--- src/rtl/clkgen_pkg.sv ---
// Shared definitions for the PLL reset sequencer: FSM states, default timing
// constants and small arithmetic helpers.
package clkgen_pkg;

  typedef enum logic [2:0] {
    PLL_RST   = 3'd0,
    WAIT_LOCK = 3'd1,
    RELEASE   = 3'd2,
    RUN       = 3'd3,
    SW_RST    = 3'd4
  } state_e;

  localparam int DEF_NUM_DOMAINS    = 3;
  localparam int DEF_PLL_RST_CYCLES = 8;
  localparam int DEF_STAGGER        = 16;
  localparam int DEF_LOCK_TIMEOUT   = 1024;

  function automatic int max3(input int a, input int b, input int c);
    int m;
    m = (a > b) ? a : b;
    return (m > c) ? m : c;
  endfunction

  // Saturating 4-bit increment used for the retry counter.
  function automatic logic [3:0] sat_inc4(input logic [3:0] v);
    return (v == 4'hf) ? v : v + 4'h1;
  endfunction

endpackage

--- src/rtl/bit_sync2.sv ---
// Two-flop synchronizer for a single asynchronous bit; both flops reset to 0.
module bit_sync2 (
  input  logic clk_in,
  input  logic rst_in,
  input  logic d,
  output logic q
);

  logic meta_r;
  logic sync_r;

  // Capture and re-register the asynchronous input.
  always_ff @(posedge clk_in) begin
    if (rst_in) begin
      meta_r <= 1'b0;
      sync_r <= 1'b0;
    end else begin
      meta_r <= d;
      sync_r <= meta_r;
    end
  end

  assign q = sync_r;

endmodule

--- src/rtl/pll_rst_sequencer.sv ---
// PLL reset / lock supervision with staggered per-domain reset release,
// software-requested re-sequencing and sticky lock-loss reporting.
module pll_rst_sequencer
  import clkgen_pkg::*;
#(
  parameter int NUM_DOMAINS    = DEF_NUM_DOMAINS,
  parameter int PLL_RST_CYCLES = DEF_PLL_RST_CYCLES,
  parameter int STAGGER        = DEF_STAGGER,
  parameter int LOCK_TIMEOUT   = DEF_LOCK_TIMEOUT
) (
  input  logic                   clk_in,
  input  logic                   rst_in,
  input  logic                   pll_locked,
  input  logic                   sw_rst_req,
  input  logic                   lock_lost_clr,
  output logic                   pll_rst,
  output logic [NUM_DOMAINS-1:0] rst_out,
  output logic                   ready,
  output logic                   lock_lost,
  output logic [3:0]             retry_cnt
);

  localparam int CNT_W = $clog2(max3(PLL_RST_CYCLES, LOCK_TIMEOUT, NUM_DOMAINS * STAGGER + 1) + 1);
  localparam logic [CNT_W-1:0] PLL_LAST = CNT_W'(PLL_RST_CYCLES - 1);
  localparam logic [CNT_W-1:0] TO_LAST  = CNT_W'(LOCK_TIMEOUT - 1);
  localparam logic [CNT_W-1:0] REL_LAST = CNT_W'(NUM_DOMAINS * STAGGER);
  localparam logic [CNT_W-1:0] SW_LAST  = CNT_W'(STAGGER - 1);

  state_e                 state_r, state_nx_s;
  logic [CNT_W-1:0]       cnt_r, cnt_nx_s;
  logic                   locked_s;
  logic                   loss_s;
  logic                   retry_inc_s;
  logic                   pll_rst_r, ready_r, lock_lost_r;
  logic [NUM_DOMAINS-1:0] rst_out_r, rst_out_nx_s;
  logic [3:0]             retry_r;

  bit_sync2 u_lock_sync (
    .clk_in (clk_in),
    .rst_in (rst_in),
    .d      (pll_locked),
    .q      (locked_s)
  );

  // Next-state and shared counter; lock loss overrides every other transition.
  always_comb begin
    state_nx_s  = state_r;
    loss_s      = 1'b0;
    retry_inc_s = 1'b0;
    case (state_r)
      PLL_RST: begin
        if (cnt_r == PLL_LAST) state_nx_s = WAIT_LOCK;
        else                   state_nx_s = PLL_RST;
      end
      WAIT_LOCK: begin
        if (locked_s) begin
          state_nx_s = RELEASE;
        end else if (cnt_r == TO_LAST) begin
          state_nx_s  = PLL_RST;
          retry_inc_s = 1'b1;
        end else begin
          state_nx_s = WAIT_LOCK;
        end
      end
      RELEASE: begin
        if (!locked_s)              loss_s     = 1'b1;
        else if (cnt_r == REL_LAST) state_nx_s = RUN;
        else                        state_nx_s = RELEASE;
      end
      RUN: begin
        if (!locked_s)       loss_s     = 1'b1;
        else if (sw_rst_req) state_nx_s = SW_RST;
        else                 state_nx_s = RUN;
      end
      SW_RST: begin
        if (!locked_s)             loss_s     = 1'b1;
        else if (cnt_r == SW_LAST) state_nx_s = RELEASE;
        else                       state_nx_s = SW_RST;
      end
      default: state_nx_s = PLL_RST;
    endcase
    if (loss_s) state_nx_s = PLL_RST;
    else        state_nx_s = state_nx_s;
    if (state_nx_s != state_r) cnt_nx_s = '0;
    else if (state_r == RUN)   cnt_nx_s = cnt_r;
    else                       cnt_nx_s = cnt_r + CNT_W'(1);
  end

  // Domain resets are decoded from the next state so they register in step with it.
  always_comb begin
    rst_out_nx_s = '1;
    for (int i = 0; i < NUM_DOMAINS; i++) begin
      if (state_nx_s == RELEASE)  rst_out_nx_s[i] = (cnt_nx_s < CNT_W'((i + 1) * STAGGER));
      else if (state_nx_s == RUN) rst_out_nx_s[i] = 1'b0;
      else                        rst_out_nx_s[i] = 1'b1;
    end
  end

  // State, counter and registered outputs.
  always_ff @(posedge clk_in) begin
    if (rst_in) begin
      state_r     <= PLL_RST;
      cnt_r       <= '0;
      pll_rst_r   <= 1'b1;
      rst_out_r   <= '1;
      ready_r     <= 1'b0;
      lock_lost_r <= 1'b0;
      retry_r     <= 4'h0;
    end else begin
      state_r     <= state_nx_s;
      cnt_r       <= cnt_nx_s;
      pll_rst_r   <= (state_nx_s == PLL_RST);
      rst_out_r   <= rst_out_nx_s;
      ready_r     <= (state_nx_s == RUN);
      lock_lost_r <= loss_s | (lock_lost_r & ~lock_lost_clr);
      retry_r     <= retry_inc_s ? sat_inc4(retry_r) : retry_r;
    end
  end

  assign pll_rst   = pll_rst_r;
  assign rst_out   = rst_out_r;
  assign ready     = ready_r;
  assign lock_lost = lock_lost_r;
  assign retry_cnt = retry_r;

endmodule

--- config.mk ---
export PLATFORM = sky130hd
export DESIGN_NAME = pll_rst_sequencer
export DESIGN_NICKNAME = d
export VERILOG_FILES = /design/src/rtl/clkgen_pkg.sv /design/src/rtl/bit_sync2.sv /design/src/rtl/pll_rst_sequencer.sv
export SDC_FILE = /design/constraint.sdc
export NUM_CORES = 1
export LEC_CHECK = 0
export BUFFER_PORTS_ARGS = -buffer_cell sky130_fd_sc_hd__buf_2
export CORE_ASPECT_RATIO = 0.75
export CORE_MARGIN = 10
export CORE_UTILIZATION = 40
export DETAILED_ROUTE_END_ITERATION = 8
export PLACE_DENSITY = 0.57
export SYNTH_ARGS = -nofsm -noshare
export SYNTH_HDL_FRONTEND = slang
export SYNTH_SLANG_ARGS = --single-unit
--- constraint.sdc ---
create_clock -name clk_in -period 1.96 [get_ports clk_in]
set_input_delay 0.392 -clock clk_in [delete_from_list [all_inputs] [get_ports clk_in]]
set_output_delay 0.392 -clock clk_in [all_outputs]
set_load 0.02 [all_outputs]
---- After elaboration in Yosys (flattened, before gate mapping) ----
Cells that the tools add are included.
storage, ports and cells
  input bits .............................. 5
  output and inout bits ................... 10
  word-level logic and storage cells ...... 56
  register bits after elaboration ......... 26
cells by class
  $add $sub $neg .......................... 2
  bitwise operators ....................... 4
  eq/ne operators ......................... 12
  reduce and logical (&&, ||, !) cells .... 4
  multiplexer cells ....................... 22
  magnitude comparators ................... 3
operators with widths
  cell                                                                            number
  11-bit by 6-bit less-than comparator with 1-bit output (second input constant)  2
  11-bit 2-to-1 mux                                                               2
  3-bit 2-to-1 mux                                                                6
  3-bit case mux with 5 select lines                                              1
  3-bit by 2-bit == test with 1-bit output (second input constant)                4
  1-bit 2-to-1 mux                                                                12
  11-bit by 1-bit adder with 11-bit output (second input constant)                1
  11-bit by 10-bit == test with 1-bit output (second input constant)              1
  11-bit by 3-bit == test with 1-bit output (second input constant)               1
  11-bit by 4-bit == test with 1-bit output (second input constant)               1
  11-bit by 6-bit == test with 1-bit output (second input constant)               1
  11-bit by 5-bit less-than comparator with 1-bit output (second input constant)  1
  3-bit zero test                                                                 2
  4-bit by 1-bit adder with 4-bit output (second input constant)                  1
  4-bit == test (second input constant)                                           1
  3-bit by 1-bit == test with 1-bit output (second input constant)                1
  3-bit == test (second input constant)                                           1
  3-bit != test                                                                   1
  3-bit OR reduction                                                              1
  2-bit 2-to-1 mux                                                                1
  1-bit NOT                                                                       2
  2-bit AND reduction                                                             1
  1-bit AND                                                                       1
  1-bit bitwise OR                                                                1

---- Longest topological paths before layout ----
Gate-level depths: netlist of the first run.
  depth after elaboration ................. 9
  gate-level depth with buffers ........... 9
  mapped depth without buffers ............ 8

---- By module ----
From an unflattened synthesis of the first run, not the netlist that was laid out.
second synthesis, totals
  cells, all modules ...................... 152
  area total of the unflattened synthesis .. 1318.8 um^2
by module, submodules not included
  module             sequential area each (um^2)  cells each  area an instance (um^2)  instances
  pll_rst_sequencer  480.5                        148         1266.2                   1
  bit_sync2          40.0                         4           52.6                     1

---- Worst setup path after synthesis of the first run ----
OpenSTA, ideal clock, no wires.
  path kind ............................... register -> register
  from .................................... register cnt_r[0]
  to ...................................... register rst_out_r[2], in the netlist rst_out[2]
  required time ........................... 1840 ps
  clock period less this slack ............ 1810 ps
  path slack .............................. 150 ps
  data arrival time ....................... 1690 ps
  stages on the path, launching flop included .. 8
  buffers on the path ..................... 0
  setup time .............................. 120 ps
  cell sequence ........................... dfxtp_1 -> ha_1 -> and4b_4 -> a311o_1 -> a21o_1 -> or3b_1 -> o22ai_1 -> a21oi_1
on the way
  word-level cells in the longest chain between the ends .. 9
  elaborated cells on any way between the ends .. 22
  those cells by class .................... 1 x add/sub; 1 x order compare; 7 x eq/ne; 13 x mux
RTL lines
  what                                                                     line                      text
  start, declared                                                          pll_rst_sequencer.sv:30   logic [CNT_W-1:0] cnt_r, cnt_nx_s;
  start signal, assigned                                                   pll_rst_sequencer.sv:111  cnt_r <= cnt_nx_s;
  11-bit by 6-bit == test with 1-bit output, or another cell as far along  pll_rst_sequencer.sv:67   else if (cnt_r == REL_LAST) state_nx_s = RUN;
  1-bit 2-to-1 mux, or another cell as far along                           pll_rst_sequencer.sv:67
  3-bit 2-to-1 mux, or another cell as far along                           pll_rst_sequencer.sv:66   if (!locked_s) loss_s = 1'b1;
  3-bit case mux with 5 select lines                                       pll_rst_sequencer.sv:50   case (state_r)
  3-bit 2-to-1 mux                                                         pll_rst_sequencer.sv:82   if (loss_s) state_nx_s = PLL_RST;
  3-bit != test                                                            pll_rst_sequencer.sv:84   if (state_nx_s != state_r) cnt_nx_s = '0;
  11-bit 2-to-1 mux                                                        pll_rst_sequencer.sv:84
  11-bit by 6-bit less-than comparator with 1-bit output                   pll_rst_sequencer.sv:93   if (state_nx_s == RELEASE) rst_out_nx_s[i] = (cnt_nx_s < CNT_W'((i + 1) * STAGGER));
  1-bit 2-to-1 mux *                                                       pll_rst_sequencer.sv:93
  end signal, assigned                                                     pll_rst_sequencer.sv:113  rst_out_r <= rst_out_nx_s;
  end, declared                                                            pll_rst_sequencer.sv:35   logic [NUM_DOMAINS-1:0] rst_out_r, rst_out_nx_s;
Mark *: on every way between the ends. The rest lies on a longest branch, timed or not.
A chain may end at the register's enable or synchronous reset.

---- Final worst setup path of the first run ----
Ends and elaborated chain as after synthesis.

==> run metrics, run 1 <==
CP max stage cell=dfxtp_4; power per cell area=between 500 and 600 nW/um^2; Hold Worst Slack=0.3159 ns; Seq/Total Area, Yosys=about 34%; DIE HEIGHT=~73 um; wire per inst=around 13 um; internal reg-to-reg setup slack=between 0.07 and 0.08 ns; flip-flop and latch area=about 530 um^2; chip width=about 91 um; CORE AREA=between 3000 and 4000 um^2; Final Cell Area=~1800 um^2; vias per inst=between 5 and 6; status=finished clean; Finished Layout Cells=~240; Leak=between 0.7 and 0.8 nW; Most used DFF post-synth=dfxtp_1; largest net degree at the start of global routing=16; ant diodes=0; total power=roughly 1.1 mW; TritonCTS Sinks=26; Routed WL=approximately 3.3 mm; Mapped Nets=between 150 and 200; Rel. slew slack=around 73%; Synth area leader=dfxtp_1; total number of vias=approximately 1.2k; Post-synth EDFFs=0; instance count on the critical path=7; Ys Warns=0; io pins=15; Slew Viols, Final=0; drt first pass iters=4; vias in the first global route=approximately 1.1k; CTS max path bufs=2; DR iter-0 viols=a little under 70; GRT overflow=0; CTS tree=built; ys async rst share=0%; FF-to-FF path depth=7; Netlist cell types=43; Mapped Area=1520 um^2; CP top delay family=compound AO/OA/AOI/OAI gates; CP cell instances=ha_2 -> and4b_4 -> a311o_1 -> a21o_1 -> or3b_1 -> o22ai_1 -> a21oi_1; final worst slack=~0.076 ns; crit path to=rst_out[2]; Worst Skew=around 0.0019 ns; gr usage total=between 9 and 10%; hold_buf cts=0; Area Overhead vs Synth=18.85%; clk root buf=clkbuf_8; CP bufs+invs=0; share of the synthesized area in the top cell type=34.24%; Worst-path clk slew=~0.090 ns; CP endpoint kind=register; Worst Path Arrival=2.06 ns; Starting Density=41.52%; # port buffers=14; area of the die=between 6000 and 7000 um^2; Clock Latency Late Sink=between 0.2 and 0.3 ns; average size of a mapped cell=roughly 9 um^2; register bit total from synthesis=26; nets@finish=199; first-pass GRT wire length=between 5 and 6 mm; Crit Path Category=reg2reg; # Max-Cap Violations=0; peak fanout along the critical path=4; Setup TNS=0 ns; worst reg2reg startpoint=cnt_r[0]; f_max=530.8 MHz; final core area utilization=49.35%; layout cell share with drive strength beyond 1=roughly a third; GP Congestion=0.8073; H-tree level count=1; max incr delay on CP=0.36 ns; Synth Instances=around 170; fin crit share=between 90% and 100%; startpoint types=register; CP required=~2.1 ns; ranking of synthesized cells by area=dfxtp_1, nor3_2, xnor2_1, xor2_1, a21oi_1; DRC viols=0; Worst Setup SP=cnt_r[0]; Final Hold Fails=0; Fillers=around 350; Multi-input gate area=935.9 um^2; slew at the pin closest to its max-slew limit=between 0.4 and 0.5 ns; initial antenna violation count=0; RR Endpoint=rst_out[2]; Inserted Clock Buffers=3; Final min period=~1.9 ns; Rows=19; dpl cell area=approximately 1700 um^2; Setup WS pre-CTS=roughly 0.032 ns; final setup violation count=0; Hold Path Class=in2reg; placed cells=around 240; ANT nets after route=0; post-DP HPWL=around 2.4 mm; Peak VDD IR=roughly 0.00043 V
## power by group
| group | total (mW) | internal (mW) | switching (mW) |
|---|---|---|---|
| sequential | 0.547 | 0.537 | 0.00996 |
| combinational | 0.0559 | 0.0245 | 0.0314 |
| clock | 0.448 | 0.274 | 0.174 |
| total | 1.05 | 0.835 | 0.215 |
## cells in the final DEF, fill, tap and decap left out, types with 2 or more instances in the layout
cell / n
a21oi_1: 11
clkbuf_8: 3
nor2_1: 14
buf_4: 12
xor2_1: 8
ha_1: 2
nor3_1: 5
xnor2_1: 7
a21o_1: 2
and3_1: 4
inv_1: 7
nor3_2: 11
xnor2_2: 2
nand2b_1: 6
nand2_1: 8
nand4_1: 3
and4_1: 2
dfxtp_1: 22
and2_1: 3
buf_2: 14
nor2b_1: 4
nand3_1: 11
dfxtp_2: 3
## synth_stat cells, types with 2 or more instances
cell,count
dfxtp_1,26
nor2_1,14
a21oi_1,11
nand3_1,11
nor3_2,11
xnor2_1,9
nand2_1,8
xor2_1,8
inv_1,7
nand2b_1,6
buf_2,5
nor3_1,5
and3_1,4
buf_6,4
nor2b_1,4
and2_1,3
ha_1,3
nand4_1,3
a21o_1,2
and4_1,2
## worst min path at each step
stage                                   from            endpoint  slack [ns]  depth (start not counted)
final                             pll_locked  u_lock_sync.meta_r        0.32                          2
after global routing              pll_locked  u_lock_sync.meta_r        0.31                          2
after global placement    u_lock_sync.meta_r       u_lock_sync.q        0.43                          1
after floorplan           u_lock_sync.meta_r       u_lock_sync.q        0.41                          1
after CTS                         pll_locked  u_lock_sync.meta_r        0.31                          2
after detailed placement  u_lock_sync.meta_r       u_lock_sync.q        0.43                          1
## cells by family after synthesis
logic type	after synthesis	share of synthesized area [%]
AOI/OAI and AO/OA	23	10.78
DFF	26	34.24
and+or+nand+nor	81	34.73
buffers and inverters	17	6.584
muxes	2	1.399
adders and majority gates	3	2.469
xor gates and xnor gates	17	9.795
## layout make-up
cell class,instances,area share (%)
clock buffer,3,2.285
clock inverter,1,1.662
inverter,7,1.454
multi-input combinational,126,51.80
sequential,26,29.22
tap,52,3.601
timing repair buffer,27,9.972
## what timing repair did
action | in CTS | in global routing
pin swaps | 0 | 1
cloned | 0 | 0
resized for setup | 1 | 11
setup buffers | 0 | 0
endpoints found under the setup margin | 1 | 14
## flip-flops by register name, indices dropped and copies added (netlist names), 3 cells and up
signal and cells:
rst_out 3, state_r 3, cnt_r 11, retry_cnt 4
## metal layers
metal	part of all wire, %	up-vias	GRT usage, %
li1	-	627	-
met1	47	570	11.96
met2	47	20	15.13
met3	4.4	4	3.561
met4	0.98	0	3.120
met5	0	-	0
No activity file was read; power rests on OpenSTA's default activity.
==> run 2, diff against run 1 <==
--- a/config.mk
+++ b/config.mk
@@ -5,6 +5,7 @@
 export SDC_FILE = /design/constraint.sdc
 export NUM_CORES = 1
 export LEC_CHECK = 0
+export ABC_AREA = 1
 export BUFFER_PORTS_ARGS = -buffer_cell sky130_fd_sc_hd__buf_2
 export CORE_ASPECT_RATIO = 0.75
 export CORE_MARGIN = 10
==> run 2 against run 1 <==
Against the previous run:
- flip-flop and latch count stayed put
- critical path type unchanged
- cell count is 12% higher
- largest cell class unchanged
- critical endpoint is now cnt_r[1]
- fmax is 2.6% higher
==> run metrics, run 2 <==
# port buffers=14; Synth Instances=slightly above 200; Hold Path Class=in2reg; Rows=18; GR peak layer=met1; Hold Worst Slack=0.3179 ns; Final min period=1.836 ns; Peak VDD IR=roughly 0.00034 V; Combinational Power Share=5.0%; slew at the pin closest to its max-slew limit=0.3615 ns; Routed WL=3.056 mm; ANT nets after route=0; io pins=15; wire per inst=around 11 um; Worst Path Arrival=between 2 and 2.5 ns; most frequent cell after synthesis=nand2_1; Post-synth EDFFs=0; Area Overhead vs Synth=24.21%; power share of the clock group=between 40% and 50%; Synth top cells by count=nand2_1, nor2_1, inv_1; commonest non-fill, non-tap cell in the layout=nand2_1; status=finished clean; CP endpoint kind=register; f_max=544.7 MHz; post-DP HPWL=2.319 mm; DIE HEIGHT=about 70 um; Mapped Nets=roughly 210; TritonCTS Sinks=26; gr usage total=between 10% and 20%; GP Congestion=approximately 0.76; ant diodes=0; final setup violation count=0; drt first pass iters=4; fin crit share=~94%; register bit total from synthesis=26; Clock Latency Late Sink=0.27 ns; DRC viols=0; nets@finish=240; Leak=0.7712 nW; Final Hold Fails=0; first-pass GRT wire length=around 5.4 mm; Reg power frac=a little over half; CTS max path bufs=2; average size of a mapped cell=6.699 um^2; switching power=around 0.21 mW; initial antenna violation count=0; ranking of synthesized cells by area=dfxtp_1, nand2_1, nor2_1, inv_1, nand3_1; Most Frequent Cell on Critical Path=nand2_1; vias per inst=between 4 and 5; Most flops, register=cnt_r; M2 GR Usage=around 14%; Starting Density=a little over two fifths; hold path depth=3; startpoint types=register; DR iter-0 viols=45; CORE AREA=3311 um^2; Crit Path Category=reg2reg; Sw Ratio=between 20 and 25%; Synth area leader=dfxtp_1; met1 Use GR=roughly 14%; vias in the first global route=~1.2k; chip width=87.83 um; Most used DFF post-synth=dfxtp_1; Mapped Area=1380 um^2; # Max-Cap Violations=0; RSZ-0062 raised after global routing=yes; CP max stage cell=dfxtp_4; internal power=0.8303 mW; Worst-path clk slew=0.09 ns; CTS tree=built; Ys Warns=0; FF-to-FF path depth=13; CP required=roughly 2.2 ns; power per cell area=between 600 and 700 nW/um^2; Worst Skew=between 0.002 and 0.0025 ns; max incr delay on CP=about 0.37 ns; Rel. slew slack=roughly 76%; commonest non-fill, non-tap cells in the layout=nand2_1, nor2_1, inv_1, dfxtp_1, buf_2; CP cell instances=ha_4 -> nand3_2 -> nor2_1 -> nand2_1 -> buf_4 -> nand2_1 -> nand2_1 -> nand2_1 -> nand2_1 -> nand3_1 -> nor2_4 -> nand2_4 -> a211oi_2; ys async rst share=0%; largest net degree at the start of global routing=16; area of the die=roughly 6200 um^2; Netlist cell types=25; total power=between 1 and 1.5 mW; share of the synthesized area in the top cell type=~38%; H-tree level count=1; clk root buf=clkbuf_8; Inserted Clock Buffers=3; met3 usage=about 3.8%; max reg flops=11; Seq/Total Area, Yosys=a little under two fifths; peak fanout along the critical path=9; GRT overflow=0; total number of vias=1280; layout cell share with drive strength beyond 1=28.57%; Slew Viols, Final=0
-- run 2: cell types whose count changed in the layout (fill, tap and decap cells not counted), sizes merged, moves of 3 or more --
| cell | change |
|---|---|
| nand2 | +43 |
| inv | +26 |
| nor2 | +25 |
| nor3 | -9 |
| xnor2 | -8 |
| nand3 | +7 |
| nand2b | -6 |
| buf | -5 |
| o21ai | +5 |
| xor2 | -5 |
| a21oi | -4 |
| nor2b | -4 |
| and2 | -3 |
| and3 | -3 |
-- run 2: per-stage QoR --
| step | area [um^2] | instances | setup WS [ns] | setup TNS, ns | util, % |
|---|---|---|---|---|---|
| 2_1_floorplan | 1380 | 206 | 0.2403 | 0 | - |
| 3_3_place_gp | 1534 | 264 | 0.05395 | 0 | 46.33 |
| 3_5_place_dp | 1534 | 264 | 0.06877 | 0 | 46.33 |
| 4_1_cts | 1605 | 268 | 0.04444 | 0 | 48.49 |
| 5_1_grt | 1714 | 271 | -0.03732 | -0.1542 | 51.78 |
| 6_report | 1714 | 271 | 0.1241 | 0 | 51.78 |
-- run 2: layout make-up --
| type | count | area, um^2 |
|---|---|---|
| clock inverters | 1 | 30.03 |
| inverters | 33 | 123.9 |
| fillers | 331 | 1597 |
| well taps | 40 | 50.05 |
| flip-flops and latches | 26 | 534.3 |
| multi-input cells | 146 | 804.5 |
| repair buffers | 22 | 130.1 |
| clock buffers | 3 | 41.29 |
-- run 2: layer usage --
metal	share of wire (%)	up-vias
li1	-	698
met1	54	557
met2	40	20
met3	4.5	5
met4	0.85	0
met5	0	-
-- run 2: what timing repair did --
item / CTS / global route
setup buffers: 0 / 3
hold buffers: 0 / 0
setup endpoints to repair: 0 / 14
gates resized for setup: 0 / 32
-- run 2: cells by family after synthesis --
group                      synth area share (%)
DFF                                       37.72
buffers and inverters                     9.247
AOI/OAI and AO/OA                         7.162
xor gates and xnor gates                  2.539
and+or+nand+nor                           40.62
adders and majority gates                 2.720
-- run 2: final timing paths --
path / startpoint / endpoint / slack [ns]
worst max-delay path: cnt_r[1] / cnt_r[1] / 0.12
worst min-delay path: pll_locked / u_lock_sync.meta_r / 0.32
worst max register to register: cnt_r[1] / cnt_r[1] / 0.12
worst min register to register: u_lock_sync.meta_r / u_lock_sync.q / 0.41
-- run 2: power by group through the flow --
| stage | sequential, mW | combinational [mW] | clock, mW |
|---|---|---|---|
| floorplan | 0.554 | 0.0346 | 0 |
| global placement | 0.555 | 0.0460 | 0 |
| detailed placement | 0.556 | 0.0457 | 0 |
| CTS | 0.544 | 0.0461 | 0.468 |
| global route | 0.548 | 0.0599 | 0.482 |
| finish | 0.546 | 0.0519 | 0.445 |
-- run 2: worst max-delay path: cells and delay by family, from the launching register on --
kind / cells / cell delay [ns]
simple gates: 10 / 0.96
flops: 1 / 0.37
fa+ha+maj: 1 / 0.17
compound gates: 1 / 0.15
buf+inv: 1 / 0.11
==> run 3, diff against run 2 <==
==> constraint.sdc (replaced) <==
create_clock -name clk_in -period 1.8 [get_ports clk_in]
set_input_delay 0.36 -clock clk_in [delete_from_list [all_inputs] [get_ports clk_in]]
set_output_delay 0.36 -clock clk_in [all_outputs]
set_load 0.02 [all_outputs]
==> run 3 against run 2 <==
Against the previous run:
- final area up 4.9%
- die area unchanged
- global-route usage up 1.1 points
- utilization up 2.5 points
- fmax up 2.9%
- clock-buffer cell count unchanged
- sequential share of layout area down 1.3 points
- largest cell class unchanged
==> run metrics, run 3 (synthesis gave the netlist of run 2 again) <==
CORE AREA=between 3000 and 4000 um^2; TritonCTS Sinks=26; Fillers=339; Inserted Clock Buffers=3; hold_buf cts=0; Final Hold Fails=0; commonest non-fill, non-tap cells in the layout=nand2_1, nor2_1, inv_1, dfxtp_1, buf_4; Most Frequent Cell on Critical Path=nand2_2; ANT nets after route=0; chip width=approximately 88 um; GRT overflow=0; CP endpoint kind=register; Worst Min Path Start=pll_locked; DRC viols=0; post-DP HPWL=2.451 mm; initial antenna violation count=0; ant diodes=0; vias in the first global route=1272; Starting Density=approximately two fifths; Most flops, register=cnt_r; worst reg2reg startpoint=cnt_r[0]; io pins=15; final core area utilization=a little over half; Worst Setup SP=cnt_r[0]; H-tree level count=1; max incr delay on CP=around 0.38 ns; CTS tree=built; Hold Worst Slack=around 0.28 ns; CP cell instances=ha_4 -> nand3_2 -> nor2_1 -> nand2_1 -> nand2_1 -> nand2_1 -> nand2_2 -> nand2_2 -> nand2_2 -> nand3_2 -> nor2_4 -> nand2_2 -> nand3_1 -> nand3_1; area of the die=6224 um^2; drt first pass iters=4; gr usage total=approximately 11%; Crit Path Category=reg2reg; Worst-path clk slew=roughly 0.090 ns; # Max-Cap Violations=0; fin crit share=99.12%; Peak VDD IR=between 0.0003 and 0.0004 V; f_max=between 500 and 600 MHz; commonest non-fill, non-tap cell in the layout=nand2_1; CTS max path bufs=2; Rows=18; Final min period=roughly 1.8 ns; RSZ-0062 raised after global routing=yes; Worst Path Arrival=a little under 2 ns; CP top delay family=simple AND/OR/NAND/NOR gates; max reg flops=11; largest net degree at the start of global routing=16; Rel. slew slack=75.99%; GP Congestion=a little under 0.8; Hold Path Class=in2reg; CP max stage cell=dfxtp_4; CP bufs+invs=0; Slew Viols, Final=0; clk root buf=clkbuf_8; CP required=roughly 2.0 ns; total number of vias=about 1.3k; # port buffers=14; final worst slack=about 0.016 ns; Routed WL=about 3.3 mm; Area Overhead vs Synth=30.28%; slew at the pin closest to its max-slew limit=about 0.36 ns; Leak=roughly 0.84 nW; Worst Skew=about 0.0012 ns; wire per inst=11.61 um; peak fanout along the critical path=8; vias per inst=around 4.8; startpoint types=register; DIE HEIGHT=70.87 um; DR iter-0 viols=51; Clock Latency Late Sink=0.27 ns; nets@finish=roughly 250; Setup WS pre-CTS=-0.04883 ns; final setup violation count=0; layout cell share with drive strength beyond 1=32.23%; first-pass GRT wire length=slightly below 6 mm; status=finished clean; power per cell area=between 600 and 700 nW/um^2
run 3: metrics by stage:
stage          cell area (um^2)  cells  TNS [ns]  power (mW)
2_1_floorplan              1380    206         0      0.6414
3_3_place_gp               1609    274   -0.2314      0.6565
3_5_place_dp               1609    274   -0.1331      0.6568
4_1_cts                    1740    280  -0.03128       1.157
5_1_grt                    1798    282    -1.196       1.194
6_report                   1798    282         0       1.142
run 3: layer usage:
| layer | track usage (%) | share of wire [%] | vias to the layer above |
|---|---|---|---|
| li1 | - | - | 722 |
| met1 | 16.11 | 54 | 599 |
| met2 | 15.40 | 39 | 21 |
| met3 | 3.890 | 5.6 | 4 |
| met4 | 3.180 | 1.1 | 0 |
| met5 | 0 | 0 | - |
run 3: layout make-up:
type	count	area [um^2]	share of cell area (%)
multi-input combinational	147	810.8	45.09
sequential	26	536.8	29.85
timing repair buffer	32	205.2	11.41
inverter	33	123.9	6.889
tap	40	50.05	2.784
clock buffer	3	41.29	2.296
clock inverter	1	30.03	1.670
run 3: worst min-delay path, delay by kind of cell:
family | cells | cell delay, ns
AND/OR/NAND/NOR | 1 | 0.06
buffers and inverters | 2 | 0.10
run 3: power breakdown:
part	leakage, nW	internal [mW]	switching (mW)	total, mW
logic	0.586	0.0235	0.0355	0.0590
registers	0.214	0.583	0.0113	0.594
clock network	0.0357	0.298	0.191	0.489
total	0.836	0.904	0.238	1.14
run 3: path summary, 6_finish.rpt:
kind	to	slack [ns]	cells after the start
worst max register to register	rst_out[0]	0.02	14
worst min-delay path	u_lock_sync.meta_r	0.28	3
worst min register to register	u_lock_sync.q	0.41	2
worst max-delay path	rst_out[0]	0.02	14
run 3: timing repair:
action,CTS,global route
cloned,1,0
buffers inserted,1,2
gates resized for setup,17,16
setup endpoints to repair,11,16
pin swaps,4,2
